===== src/rtl/psr_branch_unit.sv =====
// psr_branch_unit: holds the architectural PSR (C F L Z N), applies masked
// flag writes from the ALU, and resolves Bcond/Jcond requests into a
// taken/not-taken decision plus next-PC target two cycles after the request.
// Optional macro BRANCH_STATS_EN adds saturating taken/total counters;
// without it the counter ports are tied to zero.
module psr_branch_unit #(
    parameter int WIDTH  = 16,
    parameter int DISP_W = 8
) (
    input  logic              clk,
    input  logic              reset_n,
    input  logic [4:0]        psr_in,
    input  logic [4:0]        flag_we,
    input  logic              br_req,
    input  logic              br_is_jump,
    input  logic [3:0]        cond,
    input  logic [WIDTH-1:0]  pc,
    input  logic [DISP_W-1:0] disp,
    input  logic [WIDTH-1:0]  jtarget,
    output logic [4:0]        psr_out,
    output logic              br_busy,
    output logic              br_valid,
    output logic              br_taken,
    output logic [WIDTH-1:0]  br_target,
    output logic [15:0]       taken_cnt,
    output logic [15:0]       total_cnt
);

    typedef enum logic [1:0] {
        IDLE = 2'd0,
        EVAL = 2'd1,
        RESP = 2'd2
    } state_t;

    state_t            state, state_nxt;
    logic [4:0]        psr, psr_nxt;
    logic [4:0]        snap;
    logic [3:0]        cap_cond;
    logic              cap_jump;
    logic [WIDTH-1:0]  cap_pc;
    logic [DISP_W-1:0] cap_disp;
    logic [WIDTH-1:0]  cap_jt;
    logic              eval_taken;
    logic [WIDTH-1:0]  eval_target;
    logic              capture;

    // Flag bit positions inside the PSR
    localparam int FC = 0;
    localparam int FF = 1;
    localparam int FL = 2;
    localparam int FZ = 3;
    localparam int FN = 4;

    // Condition evaluation against a flag snapshot
    function automatic logic cond_met(input logic [3:0] c, input logic [4:0] f);
        logic r;
        case (c)
            4'h0:    r = f[FZ];
            4'h1:    r = !f[FZ];
            4'h2:    r = f[FC];
            4'h3:    r = !f[FC];
            4'h4:    r = f[FL];
            4'h5:    r = !f[FL];
            4'h6:    r = f[FN];
            4'h7:    r = !f[FN];
            4'h8:    r = f[FF];
            4'h9:    r = !f[FF];
            4'hA:    r = !f[FL] && !f[FZ];
            4'hB:    r = f[FL] || f[FZ];
            4'hC:    r = !f[FN] && !f[FZ];
            4'hD:    r = f[FN] || f[FZ];
            4'hE:    r = 1'b1;
            default: r = 1'b0;
        endcase
        return r;
    endfunction

    // Post-write PSR value; also feeds the snapshot so a same-cycle compare is visible
    assign psr_nxt = (psr & ~flag_we) | (psr_in & flag_we);
    assign psr_out = psr;
    assign capture = (state == IDLE) && br_req;

    // Decision and target computed from the captured request
    always_comb begin
        eval_taken  = cond_met(cap_cond, snap);
        eval_target = cap_pc + WIDTH'(1);
        if (eval_taken) begin
            if (cap_jump)
                eval_target = cap_jt;
            else
                eval_target = cap_pc + {{(WIDTH-DISP_W){cap_disp[DISP_W-1]}}, cap_disp};
        end
    end

    // Next-state and handshake outputs
    always_comb begin
        state_nxt = state;
        br_busy   = 1'b0;
        br_valid  = 1'b0;
        case (state)
            IDLE: if (br_req) state_nxt = EVAL;
            EVAL: begin
                br_busy   = 1'b1;
                state_nxt = RESP;
            end
            RESP: begin
                br_busy   = 1'b1;
                br_valid  = 1'b1;
                state_nxt = IDLE;
            end
            default: state_nxt = IDLE;
        endcase
    end

    // State register
    always_ff @(posedge clk or negedge reset_n) begin
        if (!reset_n) state <= IDLE;
        else          state <= state_nxt;
    end

    // PSR register: masked writes accepted in every state
    always_ff @(posedge clk or negedge reset_n) begin
        if (!reset_n) psr <= '0;
        else          psr <= psr_nxt;
    end

    // Request capture in IDLE; later flag writes do not disturb the snapshot
    always_ff @(posedge clk or negedge reset_n) begin
        if (!reset_n) begin
            snap     <= '0;
            cap_cond <= '0;
            cap_jump <= 1'b0;
            cap_pc   <= '0;
            cap_disp <= '0;
            cap_jt   <= '0;
        end else if (capture) begin
            snap     <= psr_nxt;
            cap_cond <= cond;
            cap_jump <= br_is_jump;
            cap_pc   <= pc;
            cap_disp <= disp;
            cap_jt   <= jtarget;
        end
    end

    // Result registers load at the end of EVAL and hold until the next one
    always_ff @(posedge clk or negedge reset_n) begin
        if (!reset_n) begin
            br_taken  <= 1'b0;
            br_target <= '0;
        end else if (state == EVAL) begin
            br_taken  <= eval_taken;
            br_target <= eval_target;
        end
    end

`ifdef BRANCH_STATS_EN
    logic [15:0] taken_q, total_q;

    // Saturating statistics, bumped once per response
    always_ff @(posedge clk or negedge reset_n) begin
        if (!reset_n) begin
            taken_q <= '0;
            total_q <= '0;
        end else if (state == RESP) begin
            if (total_q != 16'hFFFF)
                total_q <= total_q + 16'd1;
            if (br_taken && taken_q != 16'hFFFF)
                taken_q <= taken_q + 16'd1;
        end
    end

    assign taken_cnt = taken_q;
    assign total_cnt = total_q;
`else
    assign taken_cnt = '0;
    assign total_cnt = '0;
`endif

endmodule


===== config.mk =====
export PLATFORM = sky130hd
export DESIGN_NAME = psr_branch_unit
export DESIGN_NICKNAME = d
export VERILOG_FILES = /design/src/rtl/psr_branch_unit.sv
export SDC_FILE = /design/constraint.sdc
export NUM_CORES = 1
export LEC_CHECK = 0
export BUFFER_PORTS_ARGS = -buffer_cell sky130_fd_sc_hd__buf_2
export CAP_MARGIN = 15
export CORE_MARGIN = 2
export CORE_UTILIZATION = 28
export CTS_CLUSTER_SIZE = 8
export DETAILED_ROUTE_END_ITERATION = 12
export PLACE_DENSITY = 0.48
export SYNTH_ARGS = -nofsm -noshare
export SYNTH_HDL_FRONTEND = slang
export SYNTH_SLANG_ARGS = --single-unit

===== constraint.sdc =====
create_clock -name clk -period 3.13 [get_ports clk]
set_input_delay 0.313 -clock clk [delete_from_list [all_inputs] [get_ports clk]]
set_output_delay 0.313 -clock clk [all_outputs]
set_load 0.1 [all_outputs]

---- Yosys cells after proc, flatten, opt, wreduce, memory -nomap -nowiden ----
Cells that the tools add are included.
word-level totals
  register bits ........................... 74
  output and inout bits ................... 56
operators by class
  add/sub/neg operators ................... 2
  equality and inequality tests ........... 17
  mux-type cells .......................... 7
  bitwise operators ....................... 4
  reduce and logical (&&, ||, !) cells .... 13
operator list
  operator                                                          count
  16-bit 2-to-1 mux                                                 2
  4-bit == test (second input constant)                             7
  16-bit by 1-bit adder with 16-bit output (second input constant)  1
  16-bit adder                                                      1
  4-bit by 3-bit == test with 1-bit output (second input constant)  4
  1-bit case mux with 15 select lines                               1
  5-bit bitwise AND                                                 2
  4-bit by 2-bit == test with 1-bit output (second input constant)  2
  1-bit logical NOT                                                 5
  5-bit inverter                                                    1
  5-bit bitwise OR                                                  1
  4-bit by 1-bit == test with 1-bit output (second input constant)  1
  4-bit logical NOT                                                 1
  2-bit case mux with 2 select lines                                1
  1-bit logical AND                                                 3
  2-bit by 1-bit == test with 1-bit output (second input constant)  1
  2-bit == test (second input constant)                             1
  2-bit logical NOT                                                 1
  1-bit logical OR                                                  2
  1-bit 2-to-1 mux                                                  2
  2-bit 2-to-1 mux                                                  1
  2-bit inequality test (second input constant)                     1
  2-bit OR reduction                                                1

---- Longest topological paths before layout ----
  depth after elaboration ................. 4
  depth in mapped cells ................... 8
  mapped depth without buffers ............ 8

---- Least setup slack after synthesis ----
OpenSTA, ideal clock, no wires.
  path kind ............................... reg2reg
  start point ............................. register cap_pc[0]
  end point ............................... register br_target[10]
  library setup time ...................... 0.088 ns
  arrival time ............................ 2.313 ns
  setup slack ............................. 0.728 ns
  cell stages (with the launch flop) ...... 9
  clock period less this slack ............ 2.402 ns
  path through ............................ dfrtp_1 ha_1 fa_1 a21o_1 a311oi_2 nor3_1 o21a_1 or3_1 a41oi_1
between the ends
  word-level cells in the longest chain between the ends .. 3
  elaborated cells on any way between the ends .. 4
  those cells by class .................... 2 x add/sub; 2 x mux
RTL lines
  item                    line  RTL
  start, declared         40    logic [WIDTH-1:0] cap_pc;
  start signal, assigned  140   cap_pc <= pc;
  16-bit adder            91    eval_target = cap_pc + {{(WIDTH-DISP_W){cap_disp[DISP_W-1]}}, cap_disp};
  16-bit 2-to-1 mux       88    if (cap_jump)
  16-bit 2-to-1 mux (*)   87    if (eval_taken) begin
  end signal, assigned    153   br_target <= eval_target;
  end, declared           24    output logic [WIDTH-1:0] br_target,
Every way passes the cells marked *; elsewhere a longest branch is shown, timed or not.
A chain may end at the register's enable or synchronous reset.

---- Final worst setup path ----
Same ends and word-level chain as after synthesis.

==> run metrics <==
status=finished clean; final estimated routing congestion in global placement=0.846; Worst-path clk slew=roughly 60 ps; sequential share of the synthesized area=0.401; Most used DFF post-synth=dfrtp_1; post-layout min period=2620 ps; Synth top cells by count=dfrtp_1 (74), mux2_2 (58), buf_4 (34), nand2_1 (30), nor2_1 (25); share of cells above drive strength 1=0.340; H-Tree Depth=3; max_slew headroom=0.345; routed vias=3399; Final #Nets=between 500 and 600; Layout area overhead=17.8%; Avg Vias per Cell=4.65; final std cells w/o fill=731; row count=46; final wirelength=10900 microns; Post-CTS Repair Setup Buffers=0; Layout fillers=between 1500 and 2000; first-pass GRT wire length=17800 microns; WS Path Type=reg -> reg; cell with the most instances after synthesis=dfrtp_1; Post-synth ARST share=1.00; post-synthesis instance total=434; I/O pins=114; Pins Over Slew Limit=0; Synth cell types=56; Core Footprint=16000 sq um; clk_lat worst skew=350 ps; chip height=between 100 and 150 microns; CTS tree=yes; detailed placer's ending HPWL=between 8000 and 9000 microns; Synth area leaders=dfrtp_1 (40%), mux2_2 (14%), ha_1 (5.7%); EDFF count, synth=0; share of the synthesized area in the top cell type=0.401; clk_skew=9.07 ps; Worst Tran Pin Value=around 980 ps; worst reg2reg path depth=8; ANT cells=0; reg-to-reg slack, setup=510 ps; Achievable Freq=around 380 MHz; Ys Warns=0; final setup fails=0; Initial DRC Count=106; CP Capture Type=register; syn avg cell area=10.6 sq um; Hold Path Class=in -> async; GRT Util Overall=0.129; largest net degree at the start of global routing=75; drt first pass iters=4; root buf cell=clkbuf_16; post_cts resized=0; final worst path period share=0.835; worst endpoint required time=3390 ps; max_cap viols=0; DRC Markers=0; die width=approximately 130 microns; final number of hold-violating endpoints=0; starting density of the core=0.288; I/O Buffers=a little over 80; TNS Setup=0 ps; hold buffers post-CTS=0; clock sink count=74; Synth area leader=dfrtp_1; routed len/inst=between 10 and 15 microns; worst reg2reg endpoint=br_target[10]; launch point of the worst path=cap_pc[0]; CP Max Fanout=6; R2R Path Start=cap_pc[0]; WP data arrival=between 2000 and 3000 ps; Cells after DPL=715; clk buf depth=2; Post-Syn Area=4620 sq um; flops & latches, synth=74; vias in the first global route=3372; die area=approximately 18000 sq um; CTS Buf Count=9; GR Overflow Total=0; Startpoint Class=register; crit path to=br_target[10]; post-route ant nets=0; WHS=about 130 ps; RSZ-0062 raised after global routing=false; number of antenna violations at the first check in global routing=0
## worst max-delay path: stages, from the launching register on
cell and delay [ps]:
dfrtp_1 440, ha_1 250, fa_1 420, a21o_1 230, a311oi_2 360, nor3_1 110, o21a_1 180, or3_1 340
a41oi_1 200
## logic make-up (layout without fill, tap and decap cells)
family | after synthesis | after routing | synth area share
buffers and inverters | 56 | 106 | 0.0789
other | 1 | 32 | 0.000812
and+or+nand+nor | 104 | 104 | 0.107
xor gates and xnor gates | 22 | 22 | 0.0417
AOI/OAI and AO/OA | 86 | 86 | 0.143
muxes | 69 | 69 | 0.166
DFF | 74 | 74 | 0.401
adders and majority gates | 22 | 22 | 0.0613
## state kept, by name, summed over array words and instances (netlist names)
register   count
br_taken       1
br_target     16
cap_cond       4
cap_disp       8
cap_jt        16
cap_jump       1
cap_pc        16
psr_out        5
snap           5
state          2
## final cells by class
class | count | area (sq um) | area share
timing repair buffer | 85 | 450 | 0.0829
clock inverter | 6 | 87.6 | 0.0161
sequential | 74 | 1850 | 0.341
tap | 216 | 270 | 0.0497
multi-input combinational | 335 | 2520 | 0.463
inverter | 5 | 18.8 | 0.00345
clock buffer | 10 | 239 | 0.0440
## layer usage
| metal | vias up | GRT usage | routed length [microns] |
|---|---|---|---|
| met5 | - | 0 | 0 |
| met1 | 1637 | 0.161 | 4870 |
| met3 | 13 | 0.0311 | 396 |
| li1 | 1659 | - | - |
| met4 | 0 | 0.0448 | 206 |
| met2 | 90 | 0.218 | 5460 |
## layout by cell type, fill, tap and decap left out, drive strengths merged, types with 7 or more instances in the layout
cell and n:
a21o 7, clkbuf 10, nor2 25, a211oi 12
o21ai 12, nor3 13, nand3 10, buf 85
mux2i 10, mux2 59, inv 7, nor2b 7
xnor2 10, a21oi 14, conb 32, dfrtp 74
ha 21, nand2 30, xor2 12
## per-stage QoR
stage                util  instance area (sq um)  worst slack [ps]
detailed placement  0.319                   5110               524
global route        0.340                   5440               343
floorplan               -                   4730               728
global placement    0.319                   5110               575
finish              0.340                   5440               515
CTS                 0.340                   5440               497
## worst min path at each step
stage	endpoint	from	cells past startpoint	slack (ps)
global route	cap_cond[0]	cond[0]	2	180
CTS	cap_cond[3]	reset_n	1	180
global placement	br_target[4]	br_target[4]	2	470
detailed placement	br_target[4]	br_target[4]	2	480
floorplan	br_taken	reset_n	0	20
finish	cap_pc[14]	reset_n	1	130
Power is left out: the tool's default activity adds up to more than one toggle a clock period on the data nets, which glitch-free logic cannot reach.
